--- config.mk ---
export PLATFORM = sky130hd
export DESIGN_NAME = rvx_spi_subordinate
export DESIGN_NICKNAME = d
export VERILOG_FILES = /design/src/rtl/rvx_spi_subordinate_pkg.sv /design/src/rtl/rvx_sync_edge.sv /design/src/rtl/rvx_spi_subordinate.sv
export SDC_FILE = /design/constraint.sdc
export NUM_CORES = 1
export LEC_CHECK = 0
export ABC_AREA = 1
export CORE_MARGIN = 10
export CORE_UTILIZATION = 51
export DETAILED_ROUTE_END_ITERATION = 8
export PLACE_DENSITY = 0.91
export SLEW_MARGIN = 20
export SYNTH_ARGS = -nofsm -noshare
export SYNTH_HDL_FRONTEND = slang
export SYNTH_SLANG_ARGS = --single-unit
--- constraint.sdc ---
create_clock -name clock -period 4 [get_ports clock]
set_input_delay 0.8 -clock clock [delete_from_list [all_inputs] [get_ports clock]]
set_output_delay 0.8 -clock clock [all_outputs]
set_load 0.01 [all_outputs]
--- src/rtl/rvx_spi_subordinate_pkg.sv ---
// Shared register map, STATUS bit positions, FSM encoding and the TX load rule
// for the SPI subordinate.
package rvx_spi_subordinate_pkg;

  localparam logic [4:0] RVX_SPI_SUB_MODE_REG_ADDR   = 5'h00;
  localparam logic [4:0] RVX_SPI_SUB_TX_REG_ADDR     = 5'h04;
  localparam logic [4:0] RVX_SPI_SUB_RX_REG_ADDR     = 5'h08;
  localparam logic [4:0] RVX_SPI_SUB_STATUS_REG_ADDR = 5'h0C;

  localparam int RVX_SPI_SUB_STATUS_RX_VALID_BIT = 0;
  localparam int RVX_SPI_SUB_STATUS_TX_FULL_BIT  = 1;
  localparam int RVX_SPI_SUB_STATUS_OVERRUN_BIT  = 2;
  localparam int RVX_SPI_SUB_STATUS_UNDERRUN_BIT = 3;
  localparam int RVX_SPI_SUB_STATUS_ACTIVE_BIT   = 4;

  typedef enum logic {
    SUB_IDLE   = 1'b0,
    SUB_ACTIVE = 1'b1
  } sub_state_e;

  // Byte presented to the manager at the start of each byte slot.
  function automatic logic [7:0] tx_load_byte(input logic tx_full, input logic [7:0] tx_buf);
    return tx_full ? tx_buf : 8'h00;
  endfunction

endpackage

--- src/rtl/rvx_sync_edge.sv ---
// Multi-flop synchronizer with a history flop; reports the synced level and
// single-cycle rise/fall pulses.
module rvx_sync_edge #(
  parameter int   STAGES    = 2,
  parameter logic RESET_VAL = 1'b0
) (
  input  logic clock,
  input  logic reset,
  input  logic d,
  output logic level,
  output logic rise,
  output logic fall
);

  logic [STAGES-1:0] sync_q, sync_d;
  logic              hist_q, hist_d;

  always_comb begin
    sync_d = {sync_q[STAGES-2:0], d};
    hist_d = sync_q[STAGES-1];
  end

  always_ff @(posedge clock) begin
    if (reset) begin
      sync_q <= {STAGES{RESET_VAL}};
      hist_q <= RESET_VAL;
    end else begin
      sync_q <= sync_d;
      hist_q <= hist_d;
    end
  end

  assign level = sync_q[STAGES-1];
  assign rise  = level & ~hist_q;
  assign fall  = ~level & hist_q;

endmodule

--- src/rtl/rvx_spi_subordinate.sv ---
// SPI subordinate: oversamples sclk/mosi/cs in the system clock domain, shifts
// bytes in both directions and exposes MODE/TX/RX/STATUS on the RVX IO bus.
module rvx_spi_subordinate
  import rvx_spi_subordinate_pkg::*;
#(
  parameter int SYNC_STAGES = 2
) (
  input  logic        clock,
  input  logic        reset,
  input  logic [4:0]  rw_address,
  output logic [31:0] read_data,
  input  logic        read_request,
  output logic        read_response,
  input  logic [31:0] write_data,
  input  logic [3:0]  write_strobe,
  input  logic        write_request,
  output logic        write_response,
  input  logic        sclk,
  input  logic        mosi,
  input  logic        cs,
  output logic        miso
);

  logic sclk_lvl, sclk_rise, sclk_fall;
  logic cs_lvl, cs_rise, cs_fall;
  logic mosi_lvl, mosi_rise, mosi_fall;

  rvx_sync_edge #(.STAGES(SYNC_STAGES), .RESET_VAL(1'b0)) u_sync_sclk (
    .clock(clock), .reset(reset), .d(sclk),
    .level(sclk_lvl), .rise(sclk_rise), .fall(sclk_fall)
  );

  rvx_sync_edge #(.STAGES(SYNC_STAGES), .RESET_VAL(1'b1)) u_sync_cs (
    .clock(clock), .reset(reset), .d(cs),
    .level(cs_lvl), .rise(cs_rise), .fall(cs_fall)
  );

  rvx_sync_edge #(.STAGES(SYNC_STAGES), .RESET_VAL(1'b0)) u_sync_mosi (
    .clock(clock), .reset(reset), .d(mosi),
    .level(mosi_lvl), .rise(mosi_rise), .fall(mosi_fall)
  );

  sub_state_e  state_q, state_d;
  logic [1:0]  mode_q, mode_d;
  logic [7:0]  tx_buf_q, tx_buf_d;
  logic        tx_full_q, tx_full_d;
  logic [7:0]  rx_data_q, rx_data_d;
  logic        rx_valid_q, rx_valid_d;
  logic        overrun_q, overrun_d;
  logic        underrun_q, underrun_d;
  logic [7:0]  rx_shift_q, rx_shift_d;
  logic [7:0]  tx_shift_q, tx_shift_d;
  logic [3:0]  bit_cnt_q, bit_cnt_d;
  logic        first_edge_q, first_edge_d;
  logic        miso_q, miso_d;
  logic [31:0] read_data_q, read_data_d;
  logic        read_response_q, read_response_d;
  logic        write_response_q, write_response_d;

  logic        cpha, cpol, cs_low, lead_edge, trail_edge, sample_edge, shift_edge;
  logic        write_ok, load;
  logic [31:0] status_vec;

  assign cpha       = mode_q[0];
  assign cpol       = mode_q[1];
  assign cs_low     = ~cs_lvl;
  assign lead_edge  = cs_low & (cpol ? sclk_fall : sclk_rise);
  assign trail_edge = cs_low & (cpol ? sclk_rise : sclk_fall);
  assign sample_edge = cpha ? trail_edge : lead_edge;
  assign shift_edge  = cpha ? lead_edge  : trail_edge;
  assign write_ok    = write_request & (&write_strobe);

  always_comb begin
    state_d          = state_q;
    mode_d           = mode_q;
    tx_buf_d         = tx_buf_q;
    tx_full_d        = tx_full_q;
    rx_data_d        = rx_data_q;
    rx_valid_d       = rx_valid_q;
    overrun_d        = overrun_q;
    underrun_d       = underrun_q;
    rx_shift_d       = rx_shift_q;
    tx_shift_d       = tx_shift_q;
    bit_cnt_d        = bit_cnt_q;
    first_edge_d     = first_edge_q;
    load             = 1'b0;
    read_response_d  = read_request;
    write_response_d = write_request;
    read_data_d      = 32'h0;

    status_vec = 32'h0;
    status_vec[RVX_SPI_SUB_STATUS_RX_VALID_BIT] = rx_valid_q;
    status_vec[RVX_SPI_SUB_STATUS_TX_FULL_BIT]  = tx_full_q;
    status_vec[RVX_SPI_SUB_STATUS_OVERRUN_BIT]  = overrun_q;
    status_vec[RVX_SPI_SUB_STATUS_UNDERRUN_BIT] = underrun_q;
    status_vec[RVX_SPI_SUB_STATUS_ACTIVE_BIT]   = cs_low;

    if (read_request) begin
      case (rw_address)
        RVX_SPI_SUB_MODE_REG_ADDR:   read_data_d = {30'h0, mode_q};
        RVX_SPI_SUB_TX_REG_ADDR:     read_data_d = {24'h0, tx_buf_q};
        RVX_SPI_SUB_RX_REG_ADDR: begin
          read_data_d = {24'h0, rx_data_q};
          rx_valid_d  = 1'b0;
        end
        RVX_SPI_SUB_STATUS_REG_ADDR: read_data_d = status_vec;
        default:                     read_data_d = 32'h0;
      endcase
    end

    // Bus-side clears come first so that SPI-side sets below take priority.
    if (write_ok) begin
      case (rw_address)
        RVX_SPI_SUB_MODE_REG_ADDR: mode_d = write_data[1:0];
        RVX_SPI_SUB_TX_REG_ADDR: begin
          if (!tx_full_q) begin
            tx_buf_d  = write_data[7:0];
            tx_full_d = 1'b1;
          end
        end
        RVX_SPI_SUB_STATUS_REG_ADDR: begin
          if (write_data[RVX_SPI_SUB_STATUS_OVERRUN_BIT])  overrun_d  = 1'b0;
          if (write_data[RVX_SPI_SUB_STATUS_UNDERRUN_BIT]) underrun_d = 1'b0;
        end
        default: ;
      endcase
    end

    case (state_q)
      SUB_IDLE: begin
        bit_cnt_d = 4'd0;
        if (cs_fall) begin
          state_d      = SUB_ACTIVE;
          first_edge_d = 1'b1;
          load         = 1'b1;
        end
      end
      SUB_ACTIVE: begin
        if (cs_rise) begin
          state_d   = SUB_IDLE;
          bit_cnt_d = 4'd0;
        end else begin
          if (sample_edge) begin
            rx_shift_d = {rx_shift_q[6:0], mosi_lvl};
            if (bit_cnt_q == 4'd7) begin
              rx_data_d    = {rx_shift_q[6:0], mosi_lvl};
              rx_valid_d   = 1'b1;
              overrun_d    = overrun_q | rx_valid_q;
              bit_cnt_d    = 4'd0;
              first_edge_d = 1'b1;
              load         = 1'b1;
            end else begin
              bit_cnt_d = bit_cnt_q + 4'd1;
            end
          end
          // A freshly loaded byte must keep its MSB on miso through the first
          // shift edge of its slot; with cpha=0 that only arises on a reload.
          if (shift_edge) begin
            first_edge_d = 1'b0;
            if (!(first_edge_q && (cpha || bit_cnt_q == 4'd0))) begin
              tx_shift_d = {tx_shift_q[6:0], 1'b0};
            end
          end
        end
      end
      default: state_d = SUB_IDLE;
    endcase

    if (load) begin
      tx_shift_d = tx_load_byte(tx_full_q, tx_buf_q);
      if (tx_full_q) tx_full_d  = 1'b0;
      else           underrun_d = 1'b1;
    end

    miso_d = (state_d == SUB_ACTIVE) ? tx_shift_d[7] : 1'b0;
  end

  always_ff @(posedge clock) begin
    if (reset) begin
      state_q          <= SUB_IDLE;
      mode_q           <= 2'b00;
      tx_buf_q         <= 8'h00;
      tx_full_q        <= 1'b0;
      rx_data_q        <= 8'h00;
      rx_valid_q       <= 1'b0;
      overrun_q        <= 1'b0;
      underrun_q       <= 1'b0;
      rx_shift_q       <= 8'h00;
      tx_shift_q       <= 8'h00;
      bit_cnt_q        <= 4'd0;
      first_edge_q     <= 1'b0;
      miso_q           <= 1'b0;
      read_data_q      <= 32'h0;
      read_response_q  <= 1'b0;
      write_response_q <= 1'b0;
    end else begin
      state_q          <= state_d;
      mode_q           <= mode_d;
      tx_buf_q         <= tx_buf_d;
      tx_full_q        <= tx_full_d;
      rx_data_q        <= rx_data_d;
      rx_valid_q       <= rx_valid_d;
      overrun_q        <= overrun_d;
      underrun_q       <= underrun_d;
      rx_shift_q       <= rx_shift_d;
      tx_shift_q       <= tx_shift_d;
      bit_cnt_q        <= bit_cnt_d;
      first_edge_q     <= first_edge_d;
      miso_q           <= miso_d;
      read_data_q      <= read_data_d;
      read_response_q  <= read_response_d;
      write_response_q <= write_response_d;
    end
  end

  assign read_data      = read_data_q;
  assign read_response  = read_response_q;
  assign write_response = write_response_q;
  assign miso           = miso_q;

  logic unused_bits;
  assign unused_bits = ^{mosi_rise, mosi_fall, write_data[31:8], rx_shift_q[7]};

endmodule

== Yosys cells after proc, flatten, opt, wreduce, memory -nomap -nowiden ==
Cells that the tools add are included.

* Register bits: 86
* Bits in latches: 0
* Memory bits (writable): 0
* ROM bits: 0
* Input bits: 48
* Output and inout bits: 35
* Logic and storage cells: 116
* Memories: 0

* Add/sub/neg operators: 1
* Multipliers: 0
* Divide/modulo/power cells: 0
* Order comparisons: 0
* Equal/unequal tests: 11
* Shift-type cells: 0
* Multiplexer cells: 50
* Bitwise operators: 17
* Reductions and logical operators: 15

{| class="wikitable"
|+ Operator list
! kind !! count
|-
| 8-bit 2-to-1 mux || 6
|-
| 1-bit 2-to-1 mux || 36
|-
| 8-bit one-hot mux with 4 select lines || 1
|-
| 4-bit AND reduction || 4
|-
| 4-bit 2-to-1 mux || 3
|-
| 5-bit by 4-bit == test with 1-bit output, second input constant || 2
|-
| 1-bit NOT || 9
|-
| 4-bit one-hot mux with 2 select lines || 1
|-
| 1-bit AND || 7
|-
| 2-bit != test, second input constant || 3
|-
| 3-bit by 1-bit != test with 1-bit output, second input constant || 2
|-
| 1-bit one-hot mux with 2 select lines || 3
|-
| 3-bit AND reduction || 2
|-
| 5-bit by 3-bit == test with 1-bit output, second input constant || 1
|-
| 5-bit logical NOT || 1
|-
| 4-bit by 1-bit adder with 4-bit output, second input constant || 1
|-
| 4-bit by 3-bit == test with 1-bit output, second input constant || 1
|-
| 4-bit logical NOT || 1
|-
| 2-bit nonzero test || 2
|-
| 2-bit OR reduction || 2
|-
| 3-bit by 2-bit != test with 1-bit output, second input constant || 1
|-
| 2-bit by 1-bit != test with 1-bit output, second input constant || 1
|-
| 2-bit AND reduction || 1
|-
| 1-bit logical AND || 1
|-
| other kinds (2) || 2
|}

== Logic depth before layout (Yosys ltp) ==
Gate-level depths: netlist of run 1.

* Word-level depth: 10
* Mapped depth: 12
* Mapped depth without buffers: 11

== Hierarchy ==
A second synthesis of run 1 with hierarchy kept.

* Cell total of the unflattened synthesis: 401
* Area total of the unflattened synthesis: 2941.6 um2

{| class="wikitable"
|+ Modules (own cells, without submodules)
! module !! instances !! cells each !! area an instance (um2)
|-
| rvx_spi_subordinate || 1 || 364 || 2656.3
|-
| rvx_sync_edge (u_sync_mosi ...) || 2 || 12 || 93.8
|-
| rvx_sync_edge (u_sync_cs) || 1 || 13 || 97.6
|}

== Worst setup path before layout of run 1 ==
OpenSTA, ideal clock, no wires.

* Path type: input-to-reg
* Start point: input rw_address[1]
* End point: register underrun_q
* Setup time: 132 ps
* Data arrival time: 1607 ps
* Required time: 3868 ps
* Setup slack: 2260 ps
* Stages: 5
* Path buffers: 0
* Path through: nor2_1 nand3_1 or2_2 o21ai_0 a21oi_1

* Cells in the longest elaborated chain, start to end: 5

{| class="wikitable"
|+ Ends and longest elaborated chain
! item !! RTL line !! RTL
|-
| from (decl) || rvx_spi_subordinate.sv:10 || <nowiki>input logic [4:0] rw_address,</nowiki>
|-
| 5-bit by 4-bit == test with 1-bit output * || rvx_spi_subordinate.sv:113 || <nowiki>case (rw_address)</nowiki>
|-
| 1-bit 2-to-1 mux * || rvx_spi_subordinate.sv:113 ||
|-
| 1-bit 2-to-1 mux * || rvx_spi_subordinate.sv:112 || <nowiki>if (write_ok) begin</nowiki>
|-
| 1-bit 2-to-1 mux || rvx_spi_subordinate.sv:171 || <nowiki>if (tx_full_q) tx_full_d = 1'b0;</nowiki>
|-
| 1-bit 2-to-1 mux * || rvx_spi_subordinate.sv:169 || <nowiki>if (load) begin</nowiki>
|-
| to (signal assigned) || rvx_spi_subordinate.sv:204 || <nowiki>underrun_q <= underrun_d;</nowiki>
|-
| to (decl) || rvx_spi_subordinate.sv:50 || <nowiki>logic underrun_q, underrun_d;</nowiki>
|}

Every way passes the cells marked *; elsewhere a longest branch is shown, timed or not.
A chain may end at the register's enable or synchronous reset.

== Worst setup path in the final report of run 1 ==
* Start point: input rw_address[1]
* End point: register tx_buf_q[6]

* Cells in the longest elaborated chain, start to end: 2

{| class="wikitable"
|+ Ends and longest elaborated chain
! item !! RTL line !! RTL
|-
| 5-bit by 3-bit == test with 1-bit output || rvx_spi_subordinate.sv:113 ||
|-
| 3-bit AND reduction (no source line) || -- ||
|-
| to (signal assigned) || rvx_spi_subordinate.sv:199 || <nowiki>tx_buf_q <= tx_buf_d;</nowiki>
|-
| to (decl) || rvx_spi_subordinate.sv:45 || <nowiki>logic [7:0] tx_buf_q, tx_buf_d;</nowiki>
|}

No other way between the ends.

==> impl.org, run 1 <==
** Run status
- Result of the run :: completed

** Routing
- In the routed layout, each cell is associated on average with a via count of 5.01.
- In the final routed layout, each cell accounts on average for 13.2 um.
- For this run, the detailed router's first-pass iteration total came to 4.
- Residual DRC count :: 0
- Number of violations reported at the end of detailed-routing iteration 0 :: 191
- Via count of the routed design :: 2,431
- The detail route stage leaves a number of antenna-violating nets equal to 0.
- Wires add up to 6410 um.

** Clock tree
- Post-cts hold buffer count :: 0
- After clock tree synthesis, the repair step resized 0 gates.
- In this run the deepest clock path goes through 2 buffers.
- Number of buffers inserted by post-CTS setup repair :: 0
- TritonCTS Buffers :: 9
- Clock-pin slew was measured on the worst setup and hold paths at 0.06 ns.
- Clock latency reported for the late side of the worst-skew pair :: 0.34 ns
- TritonCTS built the clock tree.
- H-Tree Level Count :: 3
- Root Buffer :: sky130_fd_sc_hd__clkbuf_8
- CTS saw 62 sinks.

** Logic synthesis
- Library cell with the largest summed area after synthesis :: sky130_fd_sc_hd__dfxtp_1
- Sequential elements use 44.1% of the synthesized area.
- In the synthesized netlist, the number of instances is 379.
- Synth Area per Inst :: 7.43 um^2
- Area share of the largest cell type after synthesis :: 44.1%
- Number of distinct library cell variants in the gate-level netlist after synthesis :: 30
- In this run, synthesis produced a sequential element count of 62.
- Post-Synthesis Cell Area :: 2820 um^2
- Yosys synthesis warning count :: 0
- Largest cells by area after synthesis :: sky130_fd_sc_hd__dfxtp_1, sky130_fd_sc_hd__nand2_1, sky130_fd_sc_hd__buf_4

** Timing
- Final worst slack :: 1.64 ns
- Derived from the worst setup path, the maximum achievable clock frequency is 424 MHz.
- Fin Setup TNS :: 0 ns
- Worst clock skew :: 0.00313 ns
- Final Cycle Share :: 59.0%
- Setup repair after global routing left no endpoint under its margin.
- Headroom to the max-slew limit came out at 47.6%.
- Subtracting the final worst setup slack from the clock period gives 2.36 ns.
- The final-report hold violation count came to 0.
- The number of pins exceeding their max-slew limit in the final report was 0.
- Setup violations remaining at the end of the flow were counted as 0.
- Tightest Pin Transition :: 0.786 ns

** GRT
- Number of global-route vias before repair :: 2,253
- Largest net degree at the start of global routing :: 30
- Wire length of the first global-routing pass :: 10,300 um
- All-layer global routing usage :: 14.9%
- Global routing finished with a remaining overflow of 0.
- Initial antenna violation count :: 0

** Die
- In this run the horizontal extent of the chip is 94.3 um.
- Core Rows :: 26
- 83 I/O pins were placed.
- The initial utilization of the core area, before any placement, comes to 53.8%.
- Floorplan die area :: 8890 um^2
- In this run the vertical extent of the chip is 94.3 um.
- Area of the core :: 5240 um^2

** Layout
- The post-route netlist has 7.71% of its cells at a drive strength greater than 1.
- The area growth from synthesis to layout is 16.3%.
- Ant. Diodes :: 0
- At the end of the flow, the number of nets in the layout was 460.

** Worst setup path
- Data on the critical path arrives at its endpoint at 2.60 ns.
- Worst r2r path cells :: 7
- STA classifies the critical path endpoint as a flip-flop.
- STA classifies the critical path startpoint as a primary input.
- Required @ worst endpoint :: 4.24 ns
- CP Max Fanout :: 12
- Path type of the worst setup path :: in -> reg

** Power and ir drop
- In this run, the clock network consumes 45.1% of the power.
- The worst-case IR drop observed on VDD is 0.255 mV.
- Internal power comes to 1010 uW.
- In this run switching power makes up 21.9% of total power.
- Leakage component of the power :: 0.00146 uW
- In this run, flip-flops and latches consume 48.6% of the power.
- Of the total power, combinational logic draws 6.3%.
- Cell area power density :: 397 nW/um^2
- For this design the total switching power over the nets is 285 uW.

** Place
- In this run the tool buffered the top-level ports with 34 buffer cells.
- Detailed placement ended at an HPWL of 4560 um.
- Routability congestion estimate :: 0.842
- Pre-CTS worst setup slack :: 1.29 ns

** Hold path
- Number of instances on the worst hold path :: 2
- The worst hold path belongs to the class reg -> reg.

** Run
- MaxCap Viol Count :: 0
==> registers in the layout, indices dropped and copies added, names as in the netlist, 4 cells and up <==
register	cells
bit_cnt_q	4
read_data	8
rx_data_q	8
rx_shift_q	7
tx_buf_q	8
tx_shift_q	8
==> power by group through the flow <==
stage               Combinational, uW  Clock, uW  Sequential (uW)
global route                     90.6        624              632
detailed placement               78.7          0              645
CTS                              79.5        593              632
floorplan                        63.4          0              645
global placement                 76.7          0              645
finish                           81.4        586              632
==> cell families after synthesis <==
family | count (synthesis) | share of synthesized area [%]
compound gates | 70 | 13.5
xor+xnor | 1 | 0.311
fa+ha+maj | 2 | 0.889
buf+inv | 87 | 16.5
flops | 62 | 44.1
other cells | 1 | 0.133
simple gates | 156 | 24.6
==> cell usage in the layout (no fill, tap or decap), types with 2 or more instances in the layout <==
master and count:
sky130_fd_sc_hd__clkbuf_8 13, sky130_fd_sc_hd__o21ai_0 30, sky130_fd_sc_hd__nand4_1 7, sky130_fd_sc_hd__clkinv_2 2
sky130_fd_sc_hd__a21oi_1 34, sky130_fd_sc_hd__nand3b_1 2, sky130_fd_sc_hd__nor3_1 2, sky130_fd_sc_hd__inv_2 3
sky130_fd_sc_hd__nand2_1 71, sky130_fd_sc_hd__dfxtp_1 62, sky130_fd_sc_hd__nor2_1 36, sky130_fd_sc_hd__nand3_1 29
sky130_fd_sc_hd__nand2_2 3, sky130_fd_sc_hd__inv_1 46, sky130_fd_sc_hd__or2_2 3, sky130_fd_sc_hd__conb_1 24
sky130_fd_sc_hd__a221oi_1 2, sky130_fd_sc_hd__clkdlybuf4s50_1 34, sky130_fd_sc_hd__ha_1 2
==> layer usage <==
metal	GRT usage [%]	part of all wire (%)	vias to the layer above
met4	7.59	2.0	0
li1	-	-	1229
met5	0	0	-
met1	16.1	39	1098
met3	5.52	9.1	12
met2	24.9	50	92
==> cell type report <==
cell class / instances / area, um^2
tap: 70 / 87.6
clock inverter: 3 / 40.0
fill: 467 / 1960
inverter: 49 / 184
sequential: 62 / 1240
timing repair buffer: 35 / 348
clock buffer: 13 / 179
multi-input combinational: 253 / 1190
==> worst max-delay path, cell delays in order <==
cell                              delay, ns
sky130_fd_sc_hd__clkdlybuf4s50_1       0.40
sky130_fd_sc_hd__nor2_1                0.25
sky130_fd_sc_hd__nand3_1               0.16
sky130_fd_sc_hd__nor3_2                0.54
sky130_fd_sc_hd__inv_1                 0.24
sky130_fd_sc_hd__nor2_1                0.14
sky130_fd_sc_hd__nor2_1                0.06
==> Yosys cell counts, drive strengths merged <==
library cell / n
nor2: 36
a221oi: 2
nand2: 75
buf: 33
nand3b: 2
clkbuf: 5
xor2: 1
conb: 1
o211ai: 1
ha: 2
or2: 3
nand3: 30
inv: 49
nand4: 7
nor3: 3
o21ai: 31
dfxtp: 62
a21oi: 36
==> stage by stage <==
stage / instances / cell area (um^2) / hold slack [ns] / power (uW) / utilization [%]
after floorplan: 402 / 2900 / 0.388 / 708 / -
after global placement: 469 / 3060 / 0.389 / 722 / 58.3
after detailed placement: 469 / 3060 / 0.399 / 724 / 58.3
after CTS: 485 / 3270 / 0.409 / 1300 / 62.5
after global routing: 485 / 3270 / 0.429 / 1350 / 62.5
final: 485 / 3270 / 0.408 / 1300 / 62.5
==> path summary, 6_finish.rpt <==
kind,start,to,slack (ns)
worst max register to register,bit_cnt_q[1],rx_data_q[4],2.18
worst max-delay path,rw_address[1],tx_buf_q[6],1.64
worst min register to register,u_sync_mosi.sync_q[0],u_sync_mosi.sync_q[1],0.41
worst min-delay path,u_sync_mosi.sync_q[0],u_sync_mosi.sync_q[1],0.41
Power figures use the tool's default switching activity.
==> run 2: changes to the inputs <==
- CORE_UTILIZATION: 51 -> 42
- PLACE_DENSITY: 0.91 -> 0.81
- clock period: 4 -> 2.1 ns (I/O delays scaled with it)
==> run 2 against run 1 <==
Sequential power grew 90%. Register-to-register slack got worse by 2.0 ns. Design area is 1.8% higher. Utilization shrank 11 points. Clock power up 110%. Clock skew is 0.0047 ns higher. Combinational power up 95%. Routed wire length is 1.3% higher. Critical path type is now reg -> reg. Largest cell class unchanged.
==> impl.org, run 2 (same netlist as run 1, synthesis figures left out) <==
** Die
- Floorplan die area :: 10,400 um^2
- The initial utilization of the core area, before any placement, comes to 43.8%.
- Core Rows :: 29
- Measured along the y axis, the die boundary spans 102 um.
- Die boundary width :: 102 um
- For this design the top-level I/O count stands at 83.
- The region available for standard cell placement spans 6420 um^2.

** Power and ir drop
- Total power :: 2590 uW
- Leakage component of the power :: 0.00149 uW
- Max VDD drop :: 0.435 mV
- Internal power :: 2030 uW
- Net switching share of the total power :: 21.7%
- Switching power total :: 561 uW
- Combinational group share of total power :: 6.1%
- The clock network is responsible for 47.4% of the overall power.
- Reg power frac :: 46.5%
- Cell area power density :: 776 nW/um^2

** Place
- Summed over all nets, the half-perimeter wirelength after detailed placement is 4680 um.
- # port buffers :: 34
- Routability congestion estimate :: 0.817
- Placed cell count :: 479
- OpenSTA, run right after detailed placement, puts the worst setup slack at 0.147 ns.

** Layout
- Leaving out fill and tap cells, the most frequent cell in the layout is sky130_fd_sc_hd__nand2_1.
- Ant. Diodes :: 0
- Total number of nets in the final design :: 463
- Cells with a size suffix above 1 make up 8.13% of the layout.
- In the layout the commonest cells are sky130_fd_sc_hd__nand2_1, sky130_fd_sc_hd__dfxtp_1, sky130_fd_sc_hd__inv_1.
- Layout Cells excl Fill :: 495
- Filler cells :: 615
- The area growth from synthesis to layout is 18.4%.

** Routing
- After detailed routing, the total wire length is 6490 um.
- After detailed routing, the number of remaining DRC violations is 0.
- Once detail routing completed, the nets flagged for antenna violations numbered 0.
- Vias per cell :: 4.92
- Total iterations of the first detailed-routing run :: 4
- Wire per inst :: 13.1 um
- Detailed routing inserted a total of 2,433 vias.
- Number of violations reported at the end of detailed-routing iteration 0 :: 173

** Run
- The tool flagged a number of max-cap violations equal to 0.

** Clock tree
- TritonCTS built the clock tree.
- After clock tree synthesis, the clock-pin slew on the worst setup and hold paths is 0.07 ns.
- H-Tree Level Count :: 3
- Number of resized instances in the post-cts repair step :: 0
- TritonCTS Buffers :: 9
- Clock latency reported for the late side of the worst-skew pair :: 0.35 ns
- Post-cts hold buffer count :: 0
- Number of buffers on the longest clock path :: 2
- The tree is rooted in a sky130_fd_sc_hd__clkbuf_8.
- Once the clock tree was built, the setup fixing pass inserted 0 buffers.
- Clock tree synthesis found a total of 62 sinks.

** Timing
- Timing would allow up to 533 MHz.
- Count of final hold-check violations :: 0
- Setup repair after global routing left no endpoint under its margin.
- For the finished layout, the period the worst path requires is 1.88 ns.
- The tightest hold path in the finished design has a slack of 0.403 ns.
- After layout, the worst setup slack is 0.223 ns.
- Total of endpoints with negative setup slack in the final report :: 0
- For the final database, setup skew stands at 0.00786 ns.
- Tightest Pin Transition :: 0.804 ns
- In this run the tightest slew margin relative to its limit is 46.3%.
- After layout, the worst path uses 89.4% of the clock period.
- The number of pins exceeding their max-slew limit in the final report was 0.
- Fin Setup TNS :: 0 ns

** Worst setup path
- The worst register-to-register path begins at bit_cnt_q[1].
- The critical path goes through ha_1 -> nand2_1 -> nor2_1 -> nand3_4 -> inv_1 -> o21ai_0 -> a21oi_1.
- For this design, the slowest cell found on the critical path is sky130_fd_sc_hd__dfxtp_1.
- Data on the critical path is required at its endpoint by 2.38 ns.
- The critical path is of the reg -> reg type.
- The number of buffers and inverters on the critical path is 1.
- In this run the worst setup path begins at bit_cnt_q[1].
- Launching element type of the critical path :: flip-flop
- Kind of cell adding the most delay to the critical path :: simple AND/OR/NAND/NOR gates
- Critical path endpoint category :: flip-flop
- Data on the critical path arrives at its endpoint at 2.16 ns.
- On the worst path, the slowest cell contributes a delay of 0.37 ns.
- Of all nets on the critical path, the largest fanout is 21.

** Run status
- Result of the run :: completed

** GRT
- Largest net degree at the start of global routing :: 30
- All-layer global routing usage :: 13.0%
- Summed over all layers, the global routing overflow is 0.
- Initial antenna violation count :: 0
- The number of global-route vias before repair was 2,368.
- The first global-routing pass estimated 10,600 um of wire.

** Hold path
- In this run the most critical hold path is launched from u_sync_mosi.sync_q[0].
- The min-delay analysis places its worst path in the category reg -> reg.
[run 2: cell count changes in the layout (fill, tap and decap cells not counted), sizes merged]
| cell | before | now |
|---|---|---|
| buf | 1 | 4 |
| bufinv | 1 | 2 |
| clkinv | 2 | 1 |
[run 2: worst paths after layout]
kind	slack, ns	cells after the start	endpoint
worst min register to register	0.40	2	u_sync_mosi.sync_q[1]
worst max-delay path	0.22	7	rx_data_q[5]
worst max register to register	0.22	7	rx_data_q[5]
worst min-delay path	0.40	2	u_sync_mosi.sync_q[1]
[run 2: power by group through the flow]
stage               sequential [uW]  clock (uW)  combinational (uW)
floorplan                      1230           0                 121
global placement               1230           0                 151
detailed placement             1230           0                 156
CTS                            1200        1240                 156
global route                   1200        1290                 176
finish                         1200        1230                 159
[run 2: metrics by stage]
step / utilization (%) / cell area (um^2)
final: 51.9 / 3330
after floorplan: - / 2900
after CTS: 51.9 / 3330
after global routing: 51.9 / 3330
after detailed placement: 48.3 / 3100
after global placement: 48.3 / 3100
[run 2: worst reg2reg max path, cell delays in order (launching register included)]
cell,delay [ns]
sky130_fd_sc_hd__dfxtp_1,0.37
sky130_fd_sc_hd__ha_1,0.18
sky130_fd_sc_hd__nand2_1,0.09
sky130_fd_sc_hd__nor2_1,0.25
sky130_fd_sc_hd__nand3_4,0.28
sky130_fd_sc_hd__inv_1,0.34
sky130_fd_sc_hd__o21ai_0,0.14
sky130_fd_sc_hd__a21oi_1,0.16
[run 2: cell type report]
type	count	area, um^2	area share, %
clock buffers	13	169	5.07
clock inverters	3	65.1	1.95
inverters	49	184	5.52
multi-input cells	253	1190	35.8
flip-flops and latches	62	1240	37.2
well taps	77	96.3	2.89
repair buffers	38	383	11.5
[run 2: routing by layer]
layer	track usage [%]	vias up	part of all wire, %
met2	22.7	57	49
met5	0	-	0
met1	13.6	1135	43
met4	5.21	0	1.6
li1	-	1231	-
met3	5.33	10	6.7
==> run 3: changes to the inputs <==
- CORE_MARGIN: 10 -> not set
- RECOVER_POWER: not set -> 50
==> run 3 against run 2 <==
The flow now finishes with violations (design-rule violations). Sequential power about the same. Highest routed layer unchanged. Combinational power is essentially flat. Cell count up 0.20%. Critical endpoint is now tx_buf_q[2].
==> impl.org, run 3 (same netlist as run 1, synthesis figures left out) <==
** Run status
- The flow ran to the end, but the final reports show violations.
- Violations in the final reports :: design-rule violations

** Clock tree
- TritonCTS Buffers :: 9
- For the worst-skew pair, the clock arrives at the later sink with an insertion delay of 0.35 ns.
- The clock drives 62 sinks.
- TritonCTS built the clock tree.
- Number of buffers on the longest clock path :: 2
- Clock input transition at the sequential cells of the worst setup and hold paths :: 0.06 ns
- The tree is rooted in a sky130_fd_sc_hd__clkbuf_8.
- After clock tree synthesis, the setup repair step added 0 buffers.
- Post-cts hold buffer count :: 0
- The H-tree was split into 3 levels.
- Number of resized instances in the post-cts repair step :: 0

** Die
- Core Rows :: 29
- Area of the core :: 6420 um^2
- Die H :: 83.9 um
- Die boundary width :: 83.9 um
- For this design the top-level I/O count stands at 83.
- For this configuration, the core starts out at a cell density of 43.8%.
- The floorplan step defined a die boundary enclosing 7030 um^2.

** Worst setup path
- The worst register-to-register path has a depth of 7.
- Launching element type of the critical path :: primary input
- R2r endpoint :: rx_data_q[0]
- The startpoint identified for the worst register-to-register timing path is bit_cnt_q[1].
- Data arrives at the worst endpoint at 2.10 ns.
- Required @ worst endpoint :: 2.37 ns
- Path type of the worst setup path :: in -> reg
- Along the worst path, the maximum fanout reaches 8.
- In this run the register-to-register setup slack is 0.33 ns.
- Critical path endpoint category :: flip-flop

** Power and ir drop
- Leakage component of the power :: 0.00148 uW
- IR analysis of the VDD net gives a maximum drop of 0.334 mV.
- Cell area power density :: 699 nW/um^2

** Place
- Instance area after placement :: 3110 um^2
- Routability congestion estimate :: 0.841
- Input and output buffers added on the ports amount to 34.
- HPWL after DPL :: 4300 um

** Routing
- For this block, wires on met1 add up to 2580 um.
- Vias per cell :: 4.92
- Amount of wire on met3 after detailed routing :: 289 um
- Detailed routing placed a total of 3000 um of wire on met2.
- After detailed routing, the number of remaining DRC violations is 10.
- Before antenna repair, the detailed router went through 7 iterations.
- Wires add up to 6000 um.
- The highest metal layer carrying signal wires in the routed design is met4.
- Dividing the detail-routed wire length by the instance count gives 12.1 um.
- Once detail routing completed, the nets flagged for antenna violations numbered 0.
- Via count of the routed design :: 2,438
- Number of violations reported at the end of detailed-routing iteration 0 :: 195

** GRT
- Initial antenna violation count :: 0
- Across every metal layer, demand over resource in global routing totals 17.9%.
- Number of global-route vias before repair :: 2,263
- Entering global routing, the biggest net connects 26 pins.
- For this run the aggregate overflow at the end of global routing stands at 0.
- Wire length of the first global-routing pass :: 9850 um

** Hold path
- Type of the most critical hold path :: reg -> reg
- Hold_sp :: u_sync_sclk.sync_q[0]
- Worst hold endpoint :: u_sync_sclk.sync_q[1]
- Number of instances on the worst hold path :: 2

** Layout
- Layout cells sized above 1 :: 7.40%
- With fillers left out, the area of the finished cells amounts to 3270 um^2.
- Leading cell type in the layout, fill and taps excluded :: sky130_fd_sc_hd__nand2_1
- Multi-input combinational cell area :: 1190 um^2
- Most frequent cells in the layout :: sky130_fd_sc_hd__nand2_1, sky130_fd_sc_hd__dfxtp_1, sky130_fd_sc_hd__inv_1
- Filler cells :: 615
- Area growth, synth to finish :: 16.3%
- Summing all flip-flop and latch instances after layout gives 1240 um^2.
- Total number of nets in the final design :: 465
- 0 antenna diodes ended up in the layout.

** Timing
- Achievable frequency :: 548 MHz
- Hold Worst Slack :: 0.412 ns
- The final-report hold violation count is 0.
- Worst clock skew :: 0.00678 ns
- Fin Setup TNS :: 0 ns
- Setup violations remaining at the end of the flow were counted as 0.
- Final Critical Period :: 1.82 ns
- The number of pins exceeding their max-slew limit in the final report is 0.
- Setup repair after global routing missed its margin :: false
- Dividing the final minimum period by the clock period gives 86.8%.

** Run
- MaxCap Viol Count :: 0
## run 3: cell types whose count changed in the layout (fill, tap and decap cells not counted), moves of 2 or more
cell / delta
sky130_fd_sc_hd__clkdlybuf4s50_1: -8
sky130_fd_sc_hd__bufinv_16: -2
sky130_fd_sc_hd__dlygate4sd3_1: +8
sky130_fd_sc_hd__clkinv_2: +2
## run 3: area by class of cell
cell class | instances | share of cell area, %
clock buffer | 11 | 4.62
clock inverter | 4 | 0.688
inverter | 49 | 5.62
multi-input combinational | 253 | 36.3
sequential | 62 | 37.9
tap | 77 | 2.94
timing repair buffer | 40 | 11.9
## run 3: critical path, stage by stage
cell and delay (ns):
sky130_fd_sc_hd__dlygate4sd3_1 0.53, sky130_fd_sc_hd__nor2_1 0.25, sky130_fd_sc_hd__nand3_1 0.17, sky130_fd_sc_hd__nor3_2 0.31, sky130_fd_sc_hd__buf_4 0.21, sky130_fd_sc_hd__o21ai_0 0.08, sky130_fd_sc_hd__a21oi_1 0.13
## run 3: metrics by stage
step | utilization, % | setup slack (ns) | power, uW | cells
after floorplan | - | 0.694 | 1350 | 402
after global placement | 48.5 | 0.154 | 1380 | 481
after detailed placement | 48.5 | 0.0538 | 1390 | 481
after CTS | 51.2 | 0.336 | 2310 | 496
after global routing | 51.0 | 0.107 | 2370 | 496
final | 51.0 | 0.277 | 2290 | 496
## run 3: how the worst max path moves through the flow
stage | startpoint | slack [ns] | depth (start not counted) | end
global placement | rw_address[1] | 0.15 | 7 | tx_buf_q[7]
CTS | bit_cnt_q[1] | 0.34 | 7 | rx_data_q[0]
detailed placement | rw_address[1] | 0.05 | 7 | tx_buf_q[2]
global route | rw_address[1] | 0.11 | 7 | tx_buf_q[4]
floorplan | bit_cnt_q[1] | 0.69 | 8 | tx_shift_q[0]
finish | rw_address[1] | 0.28 | 7 | tx_buf_q[2]
## run 3: per-layer routing
metal  vias up  global-route usage (%)
li1       1234                       -
met1      1123                    20.7
met2        66                    30.1
met3        15                    5.64
met4         0                    8.31
met5         -                       0
## run 3: power by group
| group | leakage [uW] | internal, uW | switching, uW | total, uW |
|---|---|---|---|---|
| clock network | 0.0000910 | 479 | 447 | 926 |
| logic | 0.000889 | 68.9 | 90.3 | 159 |
| registers | 0.000502 | 1190 | 9.34 | 1200 |
| total | 0.00148 | 1740 | 547 | 2290 |
